--- config.mk ---
export PLATFORM = sky130hd
export DESIGN_NAME = cond_unit
export DESIGN_NICKNAME = d
export VERILOG_FILES = /design/src/rtl/cond_pkg.sv /design/src/rtl/cond_eval.sv /design/src/rtl/cond_unit.sv
export SDC_FILE = /design/constraint.sdc
export NUM_CORES = 1
export LEC_CHECK = 0
export CAP_MARGIN = 20
export CORE_ASPECT_RATIO = 0.7
export CORE_MARGIN = 2
export CORE_UTILIZATION = 50
export DETAILED_ROUTE_END_ITERATION = 8
export PLACE_DENSITY = 0.79
export SLEW_MARGIN = 25
export SYNTH_ARGS = -nofsm -noshare
export SYNTH_HDL_FRONTEND = slang
export SYNTH_HIERARCHICAL = 1
export SYNTH_SLANG_ARGS = --single-unit
--- constraint.sdc ---
create_clock -name clk -period 2.5 [get_ports clk]
set_clock_uncertainty 0.1 [all_clocks]
set_input_delay 0.5 -clock clk [delete_from_list [all_inputs] [get_ports clk]]
set_output_delay 0.5 -clock clk [all_outputs]
set_load 0.05 [all_outputs]
--- src/rtl/cond_pkg.sv ---
// rtl/cond_pkg.sv - shared types for the condition-code unit
package cond_pkg;

    localparam int COND_W = 4;

    typedef enum logic [COND_W-1:0] {
        EQ = 4'd0,
        NE = 4'd1,
        HS = 4'd2,
        LO = 4'd3,
        MI = 4'd4,
        PL = 4'd5,
        VS = 4'd6,
        VC = 4'd7,
        HI = 4'd8,
        LS = 4'd9,
        GE = 4'd10,
        LT = 4'd11,
        GT = 4'd12,
        LE = 4'd13,
        AL = 4'd14,
        NV = 4'd15
    } cond_e;

    typedef struct packed {
        logic v;
        logic n;
        logic z;
        logic c;
    } flags_t;

    typedef enum logic [1:0] {
        IDLE = 2'd0,
        WAIT = 2'd1,
        RESP = 2'd2
    } state_e;

    function automatic flags_t pack_flags(input logic v, input logic n,
                                          input logic z, input logic c);
        flags_t f;
        f.v = v;
        f.n = n;
        f.z = z;
        f.c = c;
        return f;
    endfunction

endpackage

--- src/rtl/cond_eval.sv ---
// rtl/cond_eval.sv - combinational condition-code evaluator
module cond_eval
    import cond_pkg::*;
(
    input  flags_t flags,
    input  cond_e  cond,
    output logic   taken
);

    logic n_eq_v;

    always_comb begin
        n_eq_v = (flags.n == flags.v);
        taken  = 1'b0;
        case (cond)
            EQ:      taken = flags.z;
            NE:      taken = !flags.z;
            HS:      taken = flags.c;
            LO:      taken = !flags.c;
            MI:      taken = flags.n;
            PL:      taken = !flags.n;
            VS:      taken = flags.v;
            VC:      taken = !flags.v;
            HI:      taken = flags.c && !flags.z;
            LS:      taken = !flags.c || flags.z;
            GE:      taken = n_eq_v;
            LT:      taken = !n_eq_v;
            GT:      taken = !flags.z && n_eq_v;
            LE:      taken = flags.z || !n_eq_v;
            AL:      taken = 1'b1;
            NV:      taken = 1'b0;
            default: taken = 1'b0;
        endcase
    end

endmodule

--- src/rtl/cond_unit.sv ---
// rtl/cond_unit.sv - flag register plus condition query FSM; COND_FWD_EN enables same-cycle flag forwarding
module cond_unit
    import cond_pkg::*;
#(
    parameter int CNT_W = 16
) (
    input  logic             clk,
    input  logic             rst_n,
    input  logic             f_valid,
    input  logic             f_v,
    input  logic             f_n,
    input  logic             f_z,
    input  logic             f_c,
    input  logic             f_clr,
    input  logic             q_valid,
    output logic             q_ready,
    input  logic [3:0]       q_cond,
    output logic             r_valid,
    input  logic             r_ready,
    output logic             r_taken,
    output logic [CNT_W-1:0] taken_cnt
);

    state_e state_q;
    state_e state_d;
    flags_t flags_q;
    flags_t flags_in;
    flags_t eval_flags;
    logic   have_q;
    logic   avail;
    cond_e  cond_q;
    cond_e  eval_cond;
    logic   eval_taken;
    logic   taken_q;
    logic   load_taken;
    logic   latch_cond;
    logic   consume;

    assign flags_in = pack_flags(f_v, f_n, f_z, f_c);

`ifdef COND_FWD_EN
    assign avail      = have_q || f_valid;
    assign eval_flags = f_valid ? flags_in : flags_q;
`else
    assign avail      = have_q;
    assign eval_flags = flags_q;
`endif

    // While waiting, the query input is no longer owned by us; use the latched code.
    assign eval_cond = (state_q == WAIT) ? cond_q : cond_e'(q_cond);

    cond_eval u_eval (
        .flags (eval_flags),
        .cond  (eval_cond),
        .taken (eval_taken)
    );

    always_ff @(posedge clk or negedge rst_n) begin
        if (!rst_n) begin
            flags_q <= '0;
            have_q  <= 1'b0;
        end else if (f_valid) begin
            flags_q <= flags_in;
            have_q  <= 1'b1;
        end else if (f_clr) begin
            have_q  <= 1'b0;
        end
    end

    always_ff @(posedge clk or negedge rst_n) begin
        if (!rst_n) begin
            state_q <= IDLE;
        end else begin
            state_q <= state_d;
        end
    end

    always_comb begin
        state_d    = state_q;
        load_taken = 1'b0;
        latch_cond = 1'b0;
        q_ready    = 1'b0;
        r_valid    = 1'b0;
        case (state_q)
            IDLE: begin
                q_ready = 1'b1;
                if (q_valid) begin
                    latch_cond = 1'b1;
                    if (avail) begin
                        load_taken = 1'b1;
                        state_d    = RESP;
                    end else begin
                        state_d    = WAIT;
                    end
                end
            end
            WAIT: begin
                if (avail) begin
                    load_taken = 1'b1;
                    state_d    = RESP;
                end
            end
            RESP: begin
                r_valid = 1'b1;
                if (r_ready) begin
                    state_d = IDLE;
                end
            end
            default: begin
                state_d = IDLE;
            end
        endcase
    end

    always_ff @(posedge clk or negedge rst_n) begin
        if (!rst_n) begin
            cond_q  <= EQ;
            taken_q <= 1'b0;
        end else begin
            if (latch_cond) begin
                cond_q <= cond_e'(q_cond);
            end
            if (load_taken) begin
                taken_q <= eval_taken;
            end
        end
    end

    assign r_taken = taken_q;
    assign consume = r_valid && r_ready;

    always_ff @(posedge clk or negedge rst_n) begin
        if (!rst_n) begin
            taken_cnt <= '0;
        end else if (consume && taken_q && (taken_cnt != {CNT_W{1'b1}})) begin
            taken_cnt <= taken_cnt + {{(CNT_W-1){1'b0}}, 1'b1};
        end
    end

endmodule

Yosys cells after proc, flatten, opt, wreduce, memory -nomap -nowiden

Cells that the tools add are included.
W data, S select, Z words.

Word-level logic and storage cells: 64
Bits in registers: 28
Input bits: 14

Add/sub/neg operators: 1
Reduce and logical (&&, ||, !) cells: 16
Multiplexer cells: 16
Equal/unequal tests: 22

Operator list:

| cell                    | count |
|---|---|
| $eq A4 B4 Y1 const B    | 8 |
| $add A16 B1 Y16 const B | 1 |
| $eq A4 B3 Y1 const B    | 4 |
| $ne A16 B16 Y1 const B  | 1 |
| $pmux W1 S16            | 1 |
| $eq A4 B2 Y1 const B    | 2 |
| $mux W1                 | 8 |
| $mux W2                 | 4 |
| $ne A2 B2 Y1 const B    | 3 |
| $pmux W2 S3             | 1 |
| $logic_and A1 B1 Y1     | 5 |
| $logic_not A1 Y1        | 5 |
| $eq A4 B1 Y1 const B    | 1 |
| $logic_not A4 Y1        | 1 |
| $mux W4                 | 1 |
| $reduce_and A3 Y1       | 1 |
| $eq A2 B1 Y1 const B    | 1 |
| $eq A2 B2 Y1 const B    | 1 |
| $logic_not A2 Y1        | 1 |
| $logic_or A1 B1 Y1      | 2 |
| $pmux W1 S2             | 1 |
| $reduce_bool A2 Y1      | 1 |
| $eq A1 B1 Y1            | 1 |

Depth between registers and ports, before layout

Gate-level depths: netlist (run 1).

Depth after elaboration: 5
Depth in mapped cells: 9

Hierarchy

Netlist (run 1), hierarchy kept.

By module, submodules not included:

| module    | cells each | times used | sequential area each (um2) | area an instance (um2) |
|---|---|---|---|---|
| cond_unit | 111        | 1          | 700.7                      | 1338.8 |
| cond_eval | 23         | 1          | 0.0                        | 155.1 |

Worst setup path before layout (run 1)

OpenSTA, ideal clock, no wires.

Path kind: register -> register
Start: reg state_q[1]
End: reg taken_q (netlist: r_taken)
Library setup time: 125 ps
Arrival: 2050 ps
Stages on the path, launching flop included: 10
Setup slack: 226 ps
Cell sequence: dfrtp_1 nand2b_1 mux2_2 buf_4 nor2b_1 a211oi_1 a2111oi_1 a311oi_1 o22ai_1 mux2_2

Word-level cells in the longest chain between the ends: 4
Elaborated cells between the ends (all ways): 21
Those cells by class: eq/ne: 16; mux: 3; reduce/logical: 2

Ends and longest elaborated chain:

| what                                 | RTL line         | text |
|---|---|---|
| start, declared                      | cond_unit.sv:24  | `state_e state_q;` |
| start signal, assigned               | cond_unit.sv:74  | `state_q <= state_d;` |
| $eq A2 B1 Y1 *                       | cond_unit.sv:50  | `assign eval_cond = (state_q == WAIT) ? cond_q : cond_e'(q_cond);` |
| $mux W4 *                            | cond_unit.sv:50  |  |
| via eval_cond[0]                     | cond_unit.sv:32  | `cond_e eval_cond;` |
| $eq A4 B4 Y1 (tied with other cells) | cond_eval.sv:15  | `case (cond)` |
| $pmux W1 S16 *                       | cond_eval.sv:15  |  |
| via eval_taken                       | cond_unit.sv:33  | `logic eval_taken;` |
| end signal, assigned                 | cond_unit.sv:124 | `taken_q <= eval_taken;` |
| end, declared                        | cond_unit.sv:34  | `logic taken_q;` |

The timed path passes the listed nets; every way through them passes the cells marked *.
A chain may end at the register's enable or synchronous reset.

Final worst setup path (run 1)

Ends and elaborated chain as after synthesis.

==> results of run 1 <==
==> per-stage QoR <==
stage	hold WS [ps]	power [mW]
2_1_floorplan	104.4	0.9096
3_3_place_gp	363.7	1.062
3_5_place_dp	361.5	1.080
4_1_cts	376.4	1.437
5_1_grt	405.8	1.505
6_report	371.3	1.430
==> worst max path at each step <==
stage                     endpoint                    from
2_1_floorplan  r_taken$_DFFE_PN0P_  state_q[1]$_DFFE_PN0P_
3_3_place_gp   r_taken$_DFFE_PN0P_               q_cond[0]
3_5_place_dp   r_taken$_DFFE_PN0P_               q_cond[0]
4_1_cts                    r_valid  state_q[1]$_DFFE_PN0P_
5_1_grt        r_taken$_DFFE_PN0P_  state_q[1]$_DFFE_PN0P_
6_report       r_taken$_DFFE_PN0P_  state_q[1]$_DFFE_PN0P_
==> logic make-up (layout without fill, tap and decap cells) <==
| family | count (synthesis) | after routing | share of synthesized area (%) |
|---|---|---|---|
| compound gates | 15 | 15 | 6.785 |
| xor+xnor | 17 | 17 | 9.966 |
| buf+inv | 6 | 42 | 1.758 |
| flops | 28 | 28 | 46.90 |
| simple gates | 51 | 51 | 21.78 |
| mux | 16 | 16 | 11.98 |
| fa+ha+maj | 1 | 1 | 0.8374 |
==> layout by cell type, fill, tap and decap left out, types with 2 or more instances in the layout <==
master           instances
nor3_1                   7
and4_1                   2
o21ai_0                  3
xnor2_1                  5
inv_1                    4
nand2_1                  9
nor2_1                   8
dfrtp_1                 27
nand3_1                  6
nand4_1                  3
clkdlybuf4s50_1         31
xor2_1                  12
buf_4                    2
mux2_2                  14
nor4b_1                  2
a21oi_1                  4
nor4_1                   2
clkbuf_8                 3
==> synth_stat cells (all sizes together) (2+ instances only) <==
library cell and n:
nor4 4, and4 2, nand3 6, dfrtp 28, nor2 8, o21ai 3, nand2 9, a21oi 4
nor3 7, nand4 3, nand2b 2, xnor2 5, mux2 15, nor4b 3, inv 4, xor2 12
==> critical path, delay by kind of cell (launching register included) <==
family / cells / cell delay, ps
compound gates: 4 / 690
flops: 1 / 460
mux: 2 / 620
simple gates: 2 / 380
==> flip-flops by register name, indices dropped and copies added (netlist names) <==
signal,count
taken_cnt,16
eval_flags,4
cond_q,4
r_taken,1
state_q,2
avail,1
==> power groups by stage <==
stage / logic, mW / registers (mW) / clock network (mW)
after detailed placement: 0.476 / 0.604 / 0
after CTS: 0.481 / 0.597 / 0.360
after global routing: 0.512 / 0.609 / 0.385
final: 0.480 / 0.596 / 0.354
after global placement: 0.464 / 0.597 / 0
after floorplan: 0.191 / 0.719 / 0
==> layout make-up <==
type | count | area (um2)
fillers | 200 | 882.1
multi-input cells | 100 | 769.5
flip-flops and latches | 28 | 701.9
repair buffers | 34 | 337.8
well taps | 36 | 45.04
clock buffers | 3 | 41.29
clock inverters | 1 | 30.03
inverters | 4 | 15.01
==> layer usage <==
metal | wire length [um] | up-vias | share of wire (%)
met2 | 1417 | 45 | 45
met1 | 1532 | 572 | 48
met4 | 37 | 0 | 1.2
met5 | 0 | - | 0
li1 | - | 561 | -
met3 | 190 | 4 | 6.0
==> flow_metrics.tcl, run 1 <==
set metrics [dict create \
    status "completed" \
    synth_enable_flop_cells 0 \
    cpMaxStageDelayCell "dfrtp_2" \
    place_area_um2 1863 \
    tns_ps 0 \
    swShare_pct 34.92 \
    grt_max_degree 29 \
    drc 0 \
    rr_worst_depth 8 \
    clkTransAtPathRegs_ps 100 \
    postSynth.asyncResetShare_pct 100.0 \
    grt_first_pass_wirelength_um 5478 \
    drive_gt1_share_pct 15.88 \
    min_path_cells 1 \
    report.final.slew_viol_count 0 \
    yosys_warnings 6 \
    syn-num-nets 149 \
    period_minus_slack_ps 2368 \
    synthFlopType "dfrtp_1" \
    power.net_switching_mw 0.4995 \
    ctsResizeCount 0 \
    cpPeakStageDelay_ps 460 \
    antenna_found_initial 0 \
    fmax_mhz 422.4 \
    p_int_mw 0.9308 \
    totalWireLength_um 3178 \
    p_clk_share_pct 24.7 \
    cts_tree "yes" \
    ios 33 \
    fin_ws_ps 132.3 \
    endpoint_kind "flip-flop" \
    p_leak_nw 0.8483 \
    synth-seq-cells 28 \
    post-cts-setup-buffers 0 \
    first_pass_iters 4 \
    hold_end "state_q[0]$_DFFE_PN0P_" \
    synth_top_cell_area_share_pct 46.90 \
    ant_nets 0 \
    wl_per_cell_um 15.43 \
    netlist_instances 134 \
    htree_levels 1 \
    finalNonFillerCells 206 \
    start_util_pct 52.93 \
    place.detailed.hpwl_um 2384 \
    die_area_um2 3448 \
    gp_congestion 0.7546 \
    vdd_drop_max_v 0.0005531 \
    worstMarginPinSlew_ps 542.7 \
    vias 1182 \
    drt-vias-per-instance 5.738 \
    clockBufferDepth 2 \
    synth_cell_types 39 \
    worst_path_most_repeated_cell "mux2_2" \
    min-delay-start "avail$_DFFE_PN0P_" \
    powerDensity_nw_per_um2 737.1 \
    die_y_um 49.73 \
    hold_viol 0 \
    nets 186 \
    port-buffer-count 32 \
    holdCritPathClass "flip-flop to flip-flop" \
    fin_util_pct 68.75 \
    r2r-end "r_taken$_DFFE_PN0P_" \
    die_x_um 69.33 \
    grtUsageMet3_pct 4.703 \
    gr-usage-met2_pct 33.01 \
    avgSynthCellArea_um2 11.15 \
    r2r-start "state_q[1]$_DFFE_PN0P_" \
    rows 16 \
    cts_buffers 3 \
    worstSetupPathType "flip-flop to flip-flop" \
    gr-max-usage-layer "met2" \
    yosysSeqAreaShare_pct 46.90 \
    grt_pass1_vias 1134 \
    cp.arrival_ps 2440 \
    cp-start-kind "flip-flop" \
    combPwrFrac_pct 33.6 \
    post-route-cell-area_um2 1941 \
    cts_root_buf "clkbuf_8" \
    yosysTopAreaCell "dfrtp_1" \
    met1_usage_pct 27.85 \
    seq_power_share_pct 41.7 \
    cp_max_fo 6 \
    pre_cts_slack_ps -38.34 \
    antenna_cells 0 \
    cap_violations 0 \
    post-route-period-util_pct 94.71 \
    gr-usage-all-layers_pct 20.26 \
    clk-insertion-delay-late_ps 270 \
    slew_headroom_pct 63.54 \
    r2r_setup_slack_ps 130 \
    core_um2 2823 \
    placedCellCount 202 \
    path_cells "nand2b_2, mux2_2, nor2b_1, a211oi_1, a2111oi_1, a311oi_1, o22ai_1, mux2_2" \
    rsz0062_at_grt "no" \
    grt_overflow 0 \
    clock-sinks 28 \
    worst_ep_required_time_ps 2570 \
    finalSetupViolCount 0 \
    syn_area_um2 1494 \
    synth.area.top_cells "dfrtp_1, mux2_2, xor2_1" \
    area_delta_synth_final_pct 29.90 \
    holdBufCountCts 0 \
    drt-initial-drc-count 72 \
]
(Power assumes the default switching activity.)
==> inputs of run 2 (changes only) <==
--- a/config.mk
+++ b/config.mk
@@ -9,6 +9,7 @@
 export CORE_ASPECT_RATIO = 0.7
 export CORE_MARGIN = 2
 export CORE_UTILIZATION = 50
+export CTS_BUF_LIST = sky130_fd_sc_hd__clkbuf_16
 export DETAILED_ROUTE_END_ITERATION = 8
 export PLACE_DENSITY = 0.79
 export SLEW_MARGIN = 25
==> flow_metrics.tcl, run 2 (same netlist as run 1, synthesis figures left out) <==
set metrics [dict create \
    period_minus_slack_ps 2418 \
    grt_max_degree 29 \
    cap_violations 0 \
    rsz0062_at_grt "no" \
    clkTransAtPathRegs_ps 70 \
    ios 33 \
    die_x_um 69.33 \
    cp_max_fo 5 \
    p_clk_share_pct 30.2 \
    vdd_drop_max_v 0.0006001 \
    post-route-period-util_pct 96.72 \
    clk-insertion-delay-late_ps 260 \
    rows 16 \
    gr-usage-all-layers_pct 21.02 \
    finalSetupViolCount 0 \
    first_pass_iters 4 \
    power.net_switching_mw 0.5141 \
    wl_per_cell_um 15.91 \
    pre_cts_slack_ps -38.34 \
    largest_register_ffs 16 \
    grt_pass1_vias 1147 \
    powerDensity_nw_per_um2 786.1 \
    drive_gt1_share_pct 15.88 \
    worst_ep_required_time_ps 1900 \
    nets 186 \
    drt-vias-per-instance 5.757 \
    slew_headroom_pct 64.58 \
    grt_overflow 0 \
    cts_tree "yes" \
    cpMaxStageDelayCell "clkdlybuf4s50_1" \
    grt_first_pass_wirelength_um 5664 \
    cts_root_buf "clkbuf_16" \
    largest_register "taken_cnt" \
    crit_family "buffers and inverters" \
    drt-initial-drc-count 83 \
    clockBufferDepth 2 \
    antenna_found_initial 0 \
    core_um2 2823 \
    drc 0 \
    cp.arrival_ps 1820 \
    p_int_mw 1.036 \
    ant_nets 0 \
    report.final.slew_viol_count 0 \
    antenna_cells 0 \
    cts_buffers 3 \
    place.detailed.hpwl_um 2384 \
    start_util_pct 52.93 \
    p_leak_nw 0.8510 \
    fin_ws_ps 82.10 \
    cp-start-kind "flip-flop" \
    fin_hold_ws_ps 368.0 \
    tns_ps 0 \
    fmax_mhz 413.6 \
    swShare_pct 33.17 \
    totalWireLength_um 3278 \
    path_cells "or2b_1, inv_1, clkdlybuf4s50_1" \
    final_cell_mix "clkdlybuf4s50_1, dfrtp_1, mux2_2" \
    clock-sinks 28 \
    combPwrFrac_pct 31.2 \
    htree_levels 1 \
    port-buffer-count 32 \
    final_common_cell "clkdlybuf4s50_1" \
    worstMarginPinSlew_ps 527.2 \
    cp_num_buf_inv 2 \
    die_y_um 49.73 \
    hold_viol 0 \
    worstSetupPathType "flip-flop to output pin" \
    area_delta_synth_final_pct 31.99 \
    cpPeakStageDelay_ps 800 \
    gp_congestion 0.7546 \
    holdCritPathClass "flip-flop to flip-flop" \
    vias 1186 \
    seq_power_share_pct 38.7 \
    endpoint_kind "output pin" \
    holdBufCountCts 0 \
    status "completed" \
    die_area_um2 3448 \
]
-- run 2: cell count changes in the layout (fill, tap and decap cells not counted), sizes merged --
cell           delta
dlymetal6s2s      -1
clkdlybuf4s50     +1
-- run 2: repair_timing --
item	CTS	global route
setup endpoints to repair	0	2
setup buffers	0	0
gates resized for setup	0	2
-- run 2: worst register-to-register path, cell delays in order, from the launching register on --
cell       delay, ps
dfrtp_2          450
nand2b_2         230
mux2_2           360
nor2b_1          160
a211oi_1         230
a2111oi_1         90
a311oi_1         270
o22ai_1          110
mux2_2           270
-- run 2: through the flow --
stage               area (um2)  util, %  total power [mW]  cells
finish                    1972    69.86             1.550    206
global route              1972    69.86             1.629    206
CTS                       1968    69.73             1.556    206
detailed placement        1863    66.00             1.080    202
global placement          1863    66.00             1.062    202
floorplan                 1494        -            0.9096    134
-- run 2: path summary, 6_finish.rpt --
check | start | endpoint | slack, ps | cells past startpoint
worst max-delay path | state_q[0]$_DFFE_PN0P_ | r_valid | 80 | 3
worst min-delay path | avail$_DFFE_PN0P_ | state_q[0]$_DFFE_PN0P_ | 370 | 1
worst max register to register | state_q[1]$_DFFE_PN0P_ | r_taken$_DFFE_PN0P_ | 120 | 8
worst min register to register | avail$_DFFE_PN0P_ | state_q[0]$_DFFE_PN0P_ | 370 | 1
max in group asynchronous | rst_n | state_q[1]$_DFFE_PN0P_ | 1500 | 2
min in group asynchronous | rst_n | eval_flags[1]$_DFFE_PN0P_ | 510 | 2
-- run 2: final cells by class --
type	instances	area, um2
repair buffers	34	335.3
clock buffers	3	75.07
inverters	4	15.01
fillers	195	850.8
flip-flops and latches	28	701.9
clock inverters	1	30.03
multi-input cells	100	769.5
well taps	36	45.04
-- run 2: routing by layer --
| metal | up-vias | GRT usage (%) | part of all wire [%] |
|---|---|---|---|
| li1 | 562 | - | - |
| met1 | 575 | 29.05 | 47 |
| met2 | 45 | 35.10 | 46 |
| met3 | 4 | 4.499 | 5.6 |
| met4 | 0 | 3.268 | 0.95 |
| met5 | - | 0 | 0 |
-- run 2: power groups by stage --
| stage | logic (mW) | clock network [mW] | registers [mW] |
|---|---|---|---|
| 4_1_cts | 0.483 | 0.474 | 0.599 |
| 6_report | 0.483 | 0.468 | 0.599 |
| 3_5_place_dp | 0.476 | 0 | 0.604 |
| 3_3_place_gp | 0.464 | 0 | 0.597 |
| 5_1_grt | 0.514 | 0.505 | 0.610 |
| 2_1_floorplan | 0.191 | 0 | 0.719 |
==> inputs of run 3 (changes only) <==
--- a/config.mk
+++ b/config.mk
@@ -7,7 +7,6 @@
 export LEC_CHECK = 0
 export CAP_MARGIN = 20
 export CORE_ASPECT_RATIO = 0.7
-export CORE_MARGIN = 2
 export CORE_UTILIZATION = 50
 export CTS_BUF_LIST = sky130_fd_sc_hd__clkbuf_16
 export DETAILED_ROUTE_END_ITERATION = 8
==> constraint.sdc (replaced) <==
create_clock -name clk -period 2.27 [get_ports clk]
set_clock_uncertainty 0.1 [all_clocks]
set_input_delay 0.454 -clock clk [delete_from_list [all_inputs] [get_ports clk]]
set_output_delay 0.454 -clock clk [all_outputs]
set_load 0.05 [all_outputs]
==> flow_metrics.tcl, run 3 (same netlist as run 1, synthesis figures left out) <==
set metrics [dict create \
    status "completed" \
    ant_nets 0 \
    nets 192 \
    port-buffer-count 32 \
    r2r-start "state_q[1]$_DFFE_PN0P_" \
    hold_end "state_q[0]$_DFFE_PN0P_" \
    finalNonFillerCells 212 \
    cts_tree "yes" \
    p_leak_nw 0.8945 \
    drive_gt1_share_pct 19.89 \
    gr-usage-all-layers_pct 22.55 \
    post-cts-setup-buffers 0 \
    die_x_um 67.33 \
    power_mw 1.724 \
    rsz0062_at_grt "no" \
    antenna_cells 0 \
    totalWireLength_um 3327 \
    r2r-end "r_taken$_DFFE_PN0P_" \
    endpoint_kind "flip-flop" \
    drt-initial-drc-count 36 \
    start_util_pct 52.93 \
    grt_max_degree 29 \
    slew_headroom_pct 66.57 \
    period_minus_slack_ps 2182 \
    clock-sinks 28 \
    gp_congestion 0.8222 \
    place.detailed.hpwl_um 2367 \
    htree_levels 1 \
    area_delta_synth_final_pct 35.51 \
    grt_first_pass_wirelength_um 5140 \
    finalSetupViolCount 0 \
    core_um2 2823 \
    fin_ws_ps 87.69 \
    report.final.slew_viol_count 0 \
    powerDensity_nw_per_um2 851.5 \
    drt-vias-per-instance 5.557 \
    worst_ep_required_time_ps 2320 \
    n_fill_cell 197 \
    fin_util_pct 71.72 \
    cap_violations 0 \
    largest_register_ffs 16 \
    antenna_found_initial 0 \
    worstMarginPinSlew_ps 499.9 \
    min-delay-start "avail$_DFFE_PN0P_" \
    min_path_cells 1 \
    cp-start-kind "input pin" \
    final_cell_mix "clkdlybuf4s50_1, dfrtp_1, mux2_2" \
    pre_cts_slack_ps -211.1 \
    worstSetupPathType "input pin to flip-flop" \
    holdCritPathClass "flip-flop to flip-flop" \
    r2r_setup_slack_ps 120 \
    grt_overflow 0 \
    vias 1178 \
    clkTransAtPathRegs_ps 70 \
    first_pass_iters 4 \
    rr_worst_depth 8 \
    fin_hold_ws_ps 398.0 \
    fmax_mhz 458.2 \
    holdBufCountCts 0 \
    clockBufferDepth 2 \
    hold_viol 0 \
    cts_root_buf "clkbuf_16" \
    clk-insertion-delay-late_ps 260 \
    grt_pass1_vias 1079 \
    die_area_um2 3214 \
    largest_register "taken_cnt" \
    wl_per_cell_um 15.69 \
    final_common_cell "clkdlybuf4s50_1" \
    die_y_um 47.73 \
    cp_max_fo 7 \
    rows 16 \
    cp-startpoint "q_cond[0]" \
    drc 0 \
    post-route-period-util_pct 96.14 \
    placedCellCount 208 \
    vdd_drop_max_v 0.0007424 \
    cp.arrival_ps 2230 \
    cts_buffers 3 \
    ios 33 \
]
==> run 3: worst max path at each step <==
stage | to | slack (ps)
final | r_taken$_DFFE_PN0P_ | 90
after global routing | r_taken$_DFFE_PN0P_ | 20
after CTS | r_taken$_DFFE_PN0P_ | 60
after global placement | r_taken$_DFFE_PN0P_ | -150
after detailed placement | r_taken$_DFFE_PN0P_ | -210
after floorplan | r_taken$_DFFE_PN0P_ | 30
==> run 3: repair_timing <==
action | 4_1_cts | 5_1_grt
resized for setup | 0 | 2
endpoints found under the hold margin | 0 | 0
endpoints found under the setup margin | 0 | 1
==> run 3: cell type report <==
type | count | area, um2 | area share [%]
tap | 36 | 45.04 | 2.225
multi-input combinational | 100 | 783.3 | 38.69
sequential | 28 | 700.7 | 34.61
timing repair buffer | 40 | 375.4 | 18.54
clock inverter | 1 | 30.03 | 1.483
clock buffer | 3 | 75.07 | 3.708
inverter | 4 | 15.01 | 0.7417
==> run 3: routing by layer <==
layer / up-vias / track usage (%) / routed length [um]
li1: 575 / - / -
met1: 560 / 30.45 / 1620
met4: 0 / 4.255 / 14
met5: - / 0 / 0
met2: 41 / 38.00 / 1532
met3: 2 / 5.238 / 158
==> run 3: worst max-delay path, stage by stage <==
cell	delay, ps
clkdlybuf4s50_1	420
mux2_4	310
xor2_1	180
a21oi_1	180
nor3_1	60
a311oi_1	260
o22ai_1	100
mux2_2	260
==> run 3: through the flow <==
step / area [um2] / TNS, ps
finish: 2024 / 0
global route: 2024 / 0
detailed placement: 1911 / -211.1
global placement: 1911 / -148.9
floorplan: 1501 / 0
CTS: 2016 / 0
==> run 3: where the power goes <==
part	internal [mW]	switching (mW)
clock	0.351	0.169
combinational	0.227	0.324
sequential	0.575	0.0775
total	1.15	0.571
